File: src/rtl/spi_flash_cmd_if.sv
// spi_flash_cmd_if: byte-level SPI device and memory read-port signals around the flash command decoder
interface spi_flash_cmd_if #(parameter int ADDR_WIDTH = 24);
  logic spi_rx_cmd;
  logic spi_rx_strobe;
  logic [7:0] spi_rx_data;
  logic [7:0] spi_tx_data;
  logic spi_tx_strobe;
  logic spi_tx_strobe_immediate;
  logic [ADDR_WIDTH-1:0] mem_addr;
  logic mem_rd;
  logic [7:0] mem_data;
  logic mem_valid;
  logic cmd_active;
  logic underrun;
  modport master (
    output spi_rx_cmd, spi_rx_strobe, spi_rx_data, mem_data, mem_valid,
    input spi_tx_data, spi_tx_strobe, spi_tx_strobe_immediate, mem_addr, mem_rd, cmd_active, underrun
  );
  modport slave (
    input spi_rx_cmd, spi_rx_strobe, spi_rx_data, mem_data, mem_valid,
    output spi_tx_data, spi_tx_strobe, spi_tx_strobe_immediate, mem_addr, mem_rd, cmd_active, underrun
  );
endinterface

File: src/rtl/spi_flash_cmd.sv
// spi_flash_cmd: parses SPI-flash READ/FAST_READ/RDSR/RDID opcodes and streams response bytes from a single-outstanding memory port
module spi_flash_cmd #(
  parameter int ADDR_WIDTH = 24,
  parameter logic [23:0] JEDEC_ID = 24'hEF4018,
  parameter logic [7:0] STATUS = 8'h00,
  parameter int LATE_CYCLES = 4
) (
  input logic clk,
  input logic reset,
  spi_flash_cmd_if.slave bus
);
  localparam int LW = $clog2(LATE_CYCLES + 2);
  localparam logic [LW-1:0] LATE_MAX = LW'(LATE_CYCLES);
  typedef enum logic [3:0] {IDLE, ADDR2, ADDR1, ADDR0, DUMMY, WAIT, STREAM, ID, STAT, IGNORE} state_t;
  state_t state, dec;
  logic fast, busy, discard, rd_req, nc, db, consume, trig;
  logic [1:0] id_idx;
  logic [LW-1:0] late_cnt;
  logic [ADDR_WIDTH-1:0] addr, shift_addr, trig_addr;
  always_comb begin
    nc = bus.spi_rx_strobe && bus.spi_rx_cmd;
    db = bus.spi_rx_strobe && !bus.spi_rx_cmd;
    consume = bus.mem_valid && busy;
    dec = (bus.spi_rx_data == 8'h03 || bus.spi_rx_data == 8'h0B) ? ADDR2 :
          bus.spi_rx_data == 8'h9F ? ID : bus.spi_rx_data == 8'h05 ? STAT : IGNORE;
    shift_addr = ADDR_WIDTH'({addr, bus.spi_rx_data});
    trig = db && ((state == ADDR0 && !fast) || state == DUMMY || state == STREAM);
    trig_addr = state == ADDR0 ? shift_addr : addr;
  end
  always_ff @(posedge clk) begin
    if (reset) begin
      state <= IDLE;
      fast <= 1'b0;
      busy <= 1'b0;
      discard <= 1'b0;
      rd_req <= 1'b0;
      id_idx <= '0;
      late_cnt <= '0;
      addr <= '0;
      bus.spi_tx_data <= 8'hFF;
      bus.spi_tx_strobe <= 1'b0;
      bus.spi_tx_strobe_immediate <= 1'b0;
      bus.mem_addr <= '0;
      bus.mem_rd <= 1'b0;
      bus.cmd_active <= 1'b0;
      bus.underrun <= 1'b0;
    end else begin
      bus.spi_tx_strobe <= 1'b0;
      bus.spi_tx_strobe_immediate <= 1'b0;
      bus.mem_rd <= 1'b0;
      if (late_cnt <= LATE_MAX) late_cnt <= late_cnt + 1'b1;
      if (consume) begin
        busy <= 1'b0;
        discard <= 1'b0;
      end
      if (nc) begin
        state <= dec;
        fast <= bus.spi_rx_data == 8'h0B;
        id_idx <= '0;
        rd_req <= 1'b0;
        discard <= busy && !bus.mem_valid;
        bus.cmd_active <= dec != IGNORE;
        if (dec == ID || dec == STAT) begin
          bus.spi_tx_data <= dec == ID ? JEDEC_ID[23:16] : STATUS;
          bus.spi_tx_strobe <= 1'b1;
        end
      end else begin
        // a fetch held back behind a discarded read goes out once that read returns
        if (rd_req && consume && discard) begin
          bus.mem_rd <= 1'b1;
          bus.mem_addr <= addr;
          busy <= 1'b1;
          rd_req <= 1'b0;
        end
        if (trig) begin
          late_cnt <= '0;
          if (!busy || bus.mem_valid) begin
            bus.mem_rd <= 1'b1;
            bus.mem_addr <= trig_addr;
            busy <= 1'b1;
          end else rd_req <= 1'b1;
        end
        case (state)
          ADDR2: if (db) begin
            addr <= shift_addr;
            state <= ADDR1;
          end
          ADDR1: if (db) begin
            addr <= shift_addr;
            state <= ADDR0;
          end
          ADDR0: if (db) begin
            addr <= shift_addr;
            state <= fast ? DUMMY : WAIT;
          end
          DUMMY, STREAM: if (db) state <= WAIT;
          WAIT: begin
            if (db) bus.underrun <= 1'b1;
            if (consume && !discard) begin
              bus.spi_tx_data <= bus.mem_data;
              bus.spi_tx_strobe <= late_cnt <= LATE_MAX;
              bus.spi_tx_strobe_immediate <= late_cnt > LATE_MAX;
              addr <= addr + 1'b1;
              state <= STREAM;
            end
          end
          ID: if (db) begin
            bus.spi_tx_data <= id_idx == 2'd0 ? JEDEC_ID[15:8] : id_idx == 2'd1 ? JEDEC_ID[7:0] : 8'hFF;
            bus.spi_tx_strobe <= 1'b1;
            id_idx <= id_idx == 2'd2 ? id_idx : id_idx + 1'b1;
          end
          STAT: if (db) begin
            bus.spi_tx_data <= STATUS;
            bus.spi_tx_strobe <= 1'b1;
          end
          default: ;
        endcase
      end
    end
  end
endmodule
File: src/flat_wrapper.sv
// flat-port wrapper written by rule: the top's interface ports become plain ports
module spi_flash_cmd_flat 
#(
  parameter int ADDR_WIDTH = 24,
  parameter logic [23:0] JEDEC_ID = 24'hEF4018,
  parameter logic [7:0] STATUS = 8'h00,
  parameter int LATE_CYCLES = 4
)
  (clk, reset, bus_spi_rx_cmd, bus_spi_rx_strobe, bus_spi_rx_data, bus_mem_data, bus_mem_valid, bus_spi_tx_data, bus_spi_tx_strobe, bus_spi_tx_strobe_immediate, bus_mem_addr, bus_mem_rd, bus_cmd_active, bus_underrun);
  spi_flash_cmd_if #(.ADDR_WIDTH(ADDR_WIDTH)) bus_i ();
  input logic clk;
  input logic reset;
  input wire logic [$bits(bus_i.spi_rx_cmd)-1:0] bus_spi_rx_cmd;
  input wire logic [$bits(bus_i.spi_rx_strobe)-1:0] bus_spi_rx_strobe;
  input wire logic [$bits(bus_i.spi_rx_data)-1:0] bus_spi_rx_data;
  input wire logic [$bits(bus_i.mem_data)-1:0] bus_mem_data;
  input wire logic [$bits(bus_i.mem_valid)-1:0] bus_mem_valid;
  output wire logic [$bits(bus_i.spi_tx_data)-1:0] bus_spi_tx_data;
  output wire logic [$bits(bus_i.spi_tx_strobe)-1:0] bus_spi_tx_strobe;
  output wire logic [$bits(bus_i.spi_tx_strobe_immediate)-1:0] bus_spi_tx_strobe_immediate;
  output wire logic [$bits(bus_i.mem_addr)-1:0] bus_mem_addr;
  output wire logic [$bits(bus_i.mem_rd)-1:0] bus_mem_rd;
  output wire logic [$bits(bus_i.cmd_active)-1:0] bus_cmd_active;
  output wire logic [$bits(bus_i.underrun)-1:0] bus_underrun;
  assign bus_i.spi_rx_cmd = bus_spi_rx_cmd;
  assign bus_i.spi_rx_strobe = bus_spi_rx_strobe;
  assign bus_i.spi_rx_data = bus_spi_rx_data;
  assign bus_i.mem_data = bus_mem_data;
  assign bus_i.mem_valid = bus_mem_valid;
  assign bus_spi_tx_data = bus_i.spi_tx_data;
  assign bus_spi_tx_strobe = bus_i.spi_tx_strobe;
  assign bus_spi_tx_strobe_immediate = bus_i.spi_tx_strobe_immediate;
  assign bus_mem_addr = bus_i.mem_addr;
  assign bus_mem_rd = bus_i.mem_rd;
  assign bus_cmd_active = bus_i.cmd_active;
  assign bus_underrun = bus_i.underrun;
  spi_flash_cmd #(.ADDR_WIDTH(ADDR_WIDTH), .JEDEC_ID(JEDEC_ID), .STATUS(STATUS), .LATE_CYCLES(LATE_CYCLES)) u_core (.clk(clk), .reset(reset), .bus(bus_i));
endmodule
File: config.mk
export PLATFORM = sky130hd
export DESIGN_NAME = spi_flash_cmd_flat
export DESIGN_NICKNAME = d
export VERILOG_FILES = /design/src/rtl/spi_flash_cmd_if.sv /design/src/rtl/spi_flash_cmd.sv /design/src/flat_wrapper.sv
export SDC_FILE = /design/constraint.sdc
export NUM_CORES = 1
export LEC_CHECK = 0
export BUFFER_PORTS_ARGS = -buffer_cell sky130_fd_sc_hd__buf_2
export CORE_MARGIN = 2
export CORE_UTILIZATION = 45
export CTS_CLUSTER_DIAMETER = 60
export DETAILED_ROUTE_END_ITERATION = 10
export GPL_TIMING_DRIVEN = 0
export PLACE_DENSITY = 0.65
export SLEW_MARGIN = 20
export SYNTH_ARGS = -nofsm -noshare
export SYNTH_HDL_FRONTEND = slang
export SYNTH_SLANG_ARGS = --single-unit
File: constraint.sdc
create_clock -name clk -period 3 [get_ports clk]
set_input_delay 0.3 -clock clk [delete_from_list [all_inputs] [get_ports clk]]
set_output_delay 0.3 -clock clk [all_outputs]
set_load 0.01 [all_outputs]
After elaboration in Yosys (flattened, before gate mapping)
Index checks and enable logic that the tools add are counted.
{"block": "totals", "in_bits": 21, "memories": 0, "rom_bits": 0, "mem_bits_rw": 0, "reg_bits": 74, "word_cells": 133, "latch_bits": 0, "out_inout_bits": 37}
{"block": "op_classes", "mux": 48, "n_shift": 0, "reduce_logical": 34, "n_mul": 0, "n_eq_ne": 27, "div_mod_pow": 0, "n_lt_le_gt_ge": 2, "bitwise": 4, "n_addsub": 3}
{"cell": "$mux 24", "n": 6}
{"cell": "$mux 8", "n": 8}
{"cell": "$pmux 24 s2", "n": 1}
{"cell": "$mux 4", "n": 8}
{"cell": "$add 24x1->24 const B", "n": 1}
{"cell": "$pmux 8 s3", "n": 1}
{"cell": "$ne 3x1->1 const B", "n": 7}
{"cell": "$eq 4x3->1 const B", "n": 5}
{"cell": "$pmux 4 s5", "n": 1}
{"cell": "$mux 1", "n": 19}
{"cell": "$logic_and 1x1->1", "n": 9}
{"cell": "$mux 3", "n": 3}
{"cell": "$eq 4x2->1 const B", "n": 2}
{"cell": "$eq 4x4->1 const B", "n": 2}
{"cell": "$eq 8x2->1 const B", "n": 1}
{"cell": "$eq 8x3->1 const B", "n": 1}
{"cell": "$eq 8x4->1 const B", "n": 1}
{"cell": "$eq 8x8->1 const B", "n": 1}
{"cell": "$reduce_and 3->1", "n": 2}
{"cell": "$reduce_and 6->1", "n": 1}
{"cell": "$reduce_bool 6->1", "n": 1}
{"cell": "$reduce_or 2->1", "n": 3}
{"cell": "$logic_not 1->1", "n": 5}
{"cell": "$logic_or 1x1->1", "n": 5}
{"cell": "19 further kinds", "n": 24}

Logic depth before layout (Yosys ltp)
{"block": "logic_depth", "word_depth": 8, "mapped_depth": 8, "mapped_depth_nobuf": 6}

Least setup slack after synthesis
No wires, ideal clock.
{"block": "synth_timing", "kind": "reg-to-reg", "start": "register u_core.state[2]", "end": "register u_core.bus.mem_addr[0]", "t_arrival_ns": 1.786, "setup_ns": 0.086, "required_time_ns": 2.914, "path_stages_with_launch": 8, "setup_slack_ns": 1.128, "path_cell_list": "dfxtp_1 -> nor4bb_1 -> o211a_1 -> buf_4 -> mux2i_2 -> buf_2 -> nor2_1 -> a211oi_1"}
{"block": "synth_via", "elab_chain_cells": 6, "word_cells_on_any_way": 10, "classes_between": "eq/ne: 3; mux: 3; reduce/logical: 4"}
{"item": "start, declared", "line_no": "spi_flash_cmd.sv:15", "source": "state_t state, dec;"}
{"item": "start signal, assigned", "line_no": "spi_flash_cmd.sv:94", "source": "state <= fast ? DUMMY : WAIT;"}
{"item": "$eq 4x2->1", "line_no": "spi_flash_cmd.sv:27, spi_flash_cmd.sv:28"}
{"item": "$logic_and 1x1->1", "line_no": "spi_flash_cmd.sv:27", "source": "trig = db && ((state == ADDR0 && !fast) || state == DUMMY || state == STREAM);"}
{"item": "$logic_or 1x1->1 (2 in series)", "line_no": "spi_flash_cmd.sv:27"}
{"item": "$logic_and 1x1->1", "line_no": "spi_flash_cmd.sv:27"}
{"item": "$mux 24 (*)", "line_no": "spi_flash_cmd.sv:75", "source": "if (trig) begin"}
{"item": "end signal, assigned", "line_no": "spi_flash_cmd.sv:71", "source": "bus.mem_addr <= addr;"}
{"item": "end signal, assigned", "line_no": "spi_flash_cmd.sv:79", "source": "bus.mem_addr <= trig_addr;"}
{"item": "end, declared", "line_no": "spi_flash_cmd_if.sv:21", "source": "output spi_tx_data, spi_tx_strobe, spi_tx_strobe_immediate, mem_addr, mem_rd, cmd_active, underrun"}
Every way passes the cells marked *; elsewhere a longest branch is shown, timed or not.
A chain may end at the register's enable or synchronous reset.

Final worst setup path
Same ends and word-level chain as after synthesis.

==> impl_results.md <==
* Crit path max fanout at 10
* Worst Setup Start Kind: flip-flop
* Full die area at 0.009902 sq mm
* Die H at 99.51 um
* Skew final at 13.48 ps
* GRT Util Overall at 26.14%
* Buffer depth of the longest clock path at 2
* Synth Instances at 520
* Post-layout min period at 2379 ps
* Asr flop ratio synth at 0%
* Final ANT Viol Nets at 0
* Grt met2 use at 43.56%
* Vias post-DR at 4304
* Hold Violations, Final at 0
* Synth Flop Type: dfxtp_1
* Post-synth EDFFs at 0
* Worst endpoint required time at 3260 ps
* Status: finished, final reports clean
* Most common cell after layout, fill and taps aside: dfxtp_1
* Mapped cell area at 0.004105 sq mm
* Drt wl/cell at 18.05 um
* Cells along the critical path: nor4bb_1, o211a_1, buf_4, mux2i_2, buf_2, nor2_1, a211oi_1
* Hold crit path type: in -> reg
* Design Area, Final at 0.004732 sq mm
* CTS Hold Bufs at 0
* HPWL after DPL at 9048 um
* Core Region at 0.008763 sq mm
* GR Util met1 at 33.65%
* Drt via density at 6.149
* Post-CTS resize count at 0
* Endpoints failing setup at 0
* Num rows at 34
* Syn_nets at 547
* Final wirelength at 12640 um
* Clk sinks at 74
* Crit path largest cell delay at 470 ps
* Worst path bufs/invs at 2
* Slew Limit Fails at 0
* I/O Buffers at 56
* Placed inst area at 0.004521 sq mm
* Cell at the slowest stage of the critical path: nor4bb_1
* Max VDD drop at 201.2 uV
* RSZ-0062 raised after global routing: no
* Clk pin slew, worst setup/hold paths at 90 ps
* Initial Utilization at 46.84%
* Cell family with most CP delay: simple AND/OR/NAND/NOR gates
* Fin crit share at 79.31%
* Vias in the first global route at 4153
* Setup TNS at 0 ps
* Max Freq at 0.4203 GHz
* Met3 Use GR at 4.498%
* Initial antenna violation count at 0
* Most frequent cells in the layout: 74 x dfxtp_1, 68 x buf_2, 49 x a21oi_1, 46 x nand2_1, 45 x nor2_1
* Gp weighted congestion at 0.9264
* Most crowded layer after global routing: met2
* Reg2Reg Setup Slack at 620 ps
* Pin count of the biggest net entering global routing at 14
* Post-route DRC at 0
* Worst slew pin tran at 719.1 ps
* Synthesized flop and latch total at 74
* Leakage at 0.001813 uW
* Layout cells sized above 1 at 16.55%
* N_diodes at 0
* Slew HR at 51.66%
* Post-CTS setup buffers at 0
* CTS Buf Count at 9
* 1st-iter DRT viols at 328
* Area Overhead vs Synth at 15.27%
* Synthesized area per cell at 7.895 sq um
* H-Tree Depth at 3
* Number of top-level pins at 58
* Critical path type: reg -> reg
* Fill count at 846
* # nets final at 614
* Gr ovfl total at 0
* Clk Latency, worst-skew pair at 350 ps
* Sequential share of the synthesized area at 36.09%
* Die span in x at 99.51 um
* Ys Warns at 0
* CTS tree: done
* Drt pass-1 iters at 5
* Pwr per Cell Area at 469.1 mW/mm^2
* Clk root buf: clkbuf_8
* Crit path arrival time at 2640 ps
* Critical Path End Type: flip-flop
* Max Cap Viol at 0
* Yosys cell types at 61
* First-pass GRT wire length at 20770 um
-- report_power, final --
group	leakage [uW]	internal (uW)	switching, uW
Clock	0.000106	435	405
Combinational	0.00111	125	196
Sequential	0.000600	1020	35.3
-- final timing paths --
path                            start                     end  depth (start not counted)
setup reg to reg      u_core.state[2]  u_core.bus.mem_addr[0]                          7
hold / removal     bus_spi_rx_data[3]             u_core.fast                          3
hold reg to reg   u_core.bus.underrun     u_core.bus.underrun                          2
setup / recovery      u_core.state[2]  u_core.bus.mem_addr[0]                          7
-- synthesized netlist by cell type, types with 3 or more instances --
cell	instances	area [sq um]
dfxtp_1	74	1481
a21oi_1	49	245.2
nand2_1	46	172.7
nor2_1	45	168.9
clkbuf_1	29	108.9
inv_1	23	86.33
o21ai_0	21	105.1
o21ai_1	17	85.08
a31oi_1	14	87.58
o22ai_1	14	87.58
a211oi_1	13	97.59
buf_2	12	60.06
nand4_1	12	75.07
a21o_1	11	82.58
nand3_1	11	55.05
nor3_1	11	55.05
o221a_1	10	112.6
nand2b_1	8	50.05
and3_1	6	37.54
ha_1	6	75.07
mux2i_1	6	60.06
and2_1	5	31.28
and4_1	5	43.79
nor2b_1	5	31.28
o32ai_1	4	35.03
o41ai_1	4	35.03
a22o_1	3	26.28
a22oi_1	3	22.52
a311oi_1	3	26.28
buf_1	3	11.26
o21a_1	3	22.52
o221a_2	3	33.78
o31a_1	3	26.28
or4_1	3	22.52
-- flip-flops by register name, indices dropped and copies added, names as in the netlist --
| register | count |
|---|---|
| u_core.late_cnt | 3 |
| u_core.fast | 1 |
| u_core.bus.underrun | 1 |
| u_core.state | 4 |
| u_core.bus.cmd_active | 1 |
| u_core.bus.spi_tx_strobe_immediate | 1 |
| u_core.bus.mem_rd | 1 |
| u_core.busy | 1 |
| u_core.rd_req | 1 |
| u_core.id_idx | 2 |
| u_core.bus.mem_addr | 24 |
| u_core.discard | 1 |
| u_core.addr | 24 |
| u_core.bus.spi_tx_strobe | 1 |
| u_core.bus.spi_tx_data | 8 |
-- kinds of logic after synthesis --
kind of cell,after synthesis,synth area share [%]
compound gates,188,30.54
xor+xnor,2,0.4268
fa+ha+maj,6,1.829
buf+inv,68,6.675
flops,74,36.09
mux,7,1.798
simple gates,175,22.65
-- routing by layer --
| layer | vias up | wire length (um) |
|---|---|---|
| li1 | 2065 | - |
| met1 | 2039 | 5368 |
| met2 | 176 | 6134 |
| met3 | 24 | 842 |
| met4 | 0 | 290 |
| met5 | - | 0 |
-- per-stage QoR --
step / instances / hold slack, ps / util (%) / total power [uW] / setup WS (ps)
3_3_place_gp: 684 / 451.8 / 51.58 / 1392 / 690.9
4_1_cts: 700 / 224.7 / 54.00 / 2226 / 656.1
6_report: 700 / 241.5 / 54.00 / 2220 / 620.7
2_1_floorplan: 520 / 445.0 / - / 1288 / 1128
3_5_place_dp: 684 / 467.8 / 51.58 / 1399 / 674.9
5_1_grt: 700 / 247.5 / 54.00 / 2314 / 483.2
-- worst register-to-register path: stages, from the launching register on --
cell and delay, ps:
dfxtp_1 400, nor4bb_1 480, o211a_1 190, buf_4 160, mux2i_2 470, buf_2 320, nor2_1 60, a211oi_1 200
-- layout make-up --
| class | count | area (sq um) | area share, % |
|---|---|---|---|
| Buffer | 45 | 187.7 | 3.966 |
| Clock buffer | 11 | 151.4 | 3.199 |
| Clock inverter | 5 | 60.06 | 1.269 |
| Inverter | 23 | 86.33 | 1.824 |
| Multi-Input combinational cell | 378 | 2350 | 49.66 |
| Sequential cell | 74 | 1481 | 31.31 |
| Tap cell | 108 | 135.1 | 2.856 |
| Timing Repair Buffer | 56 | 280.3 | 5.923 |
No activity file was read; power rests on OpenSTA's default activity.
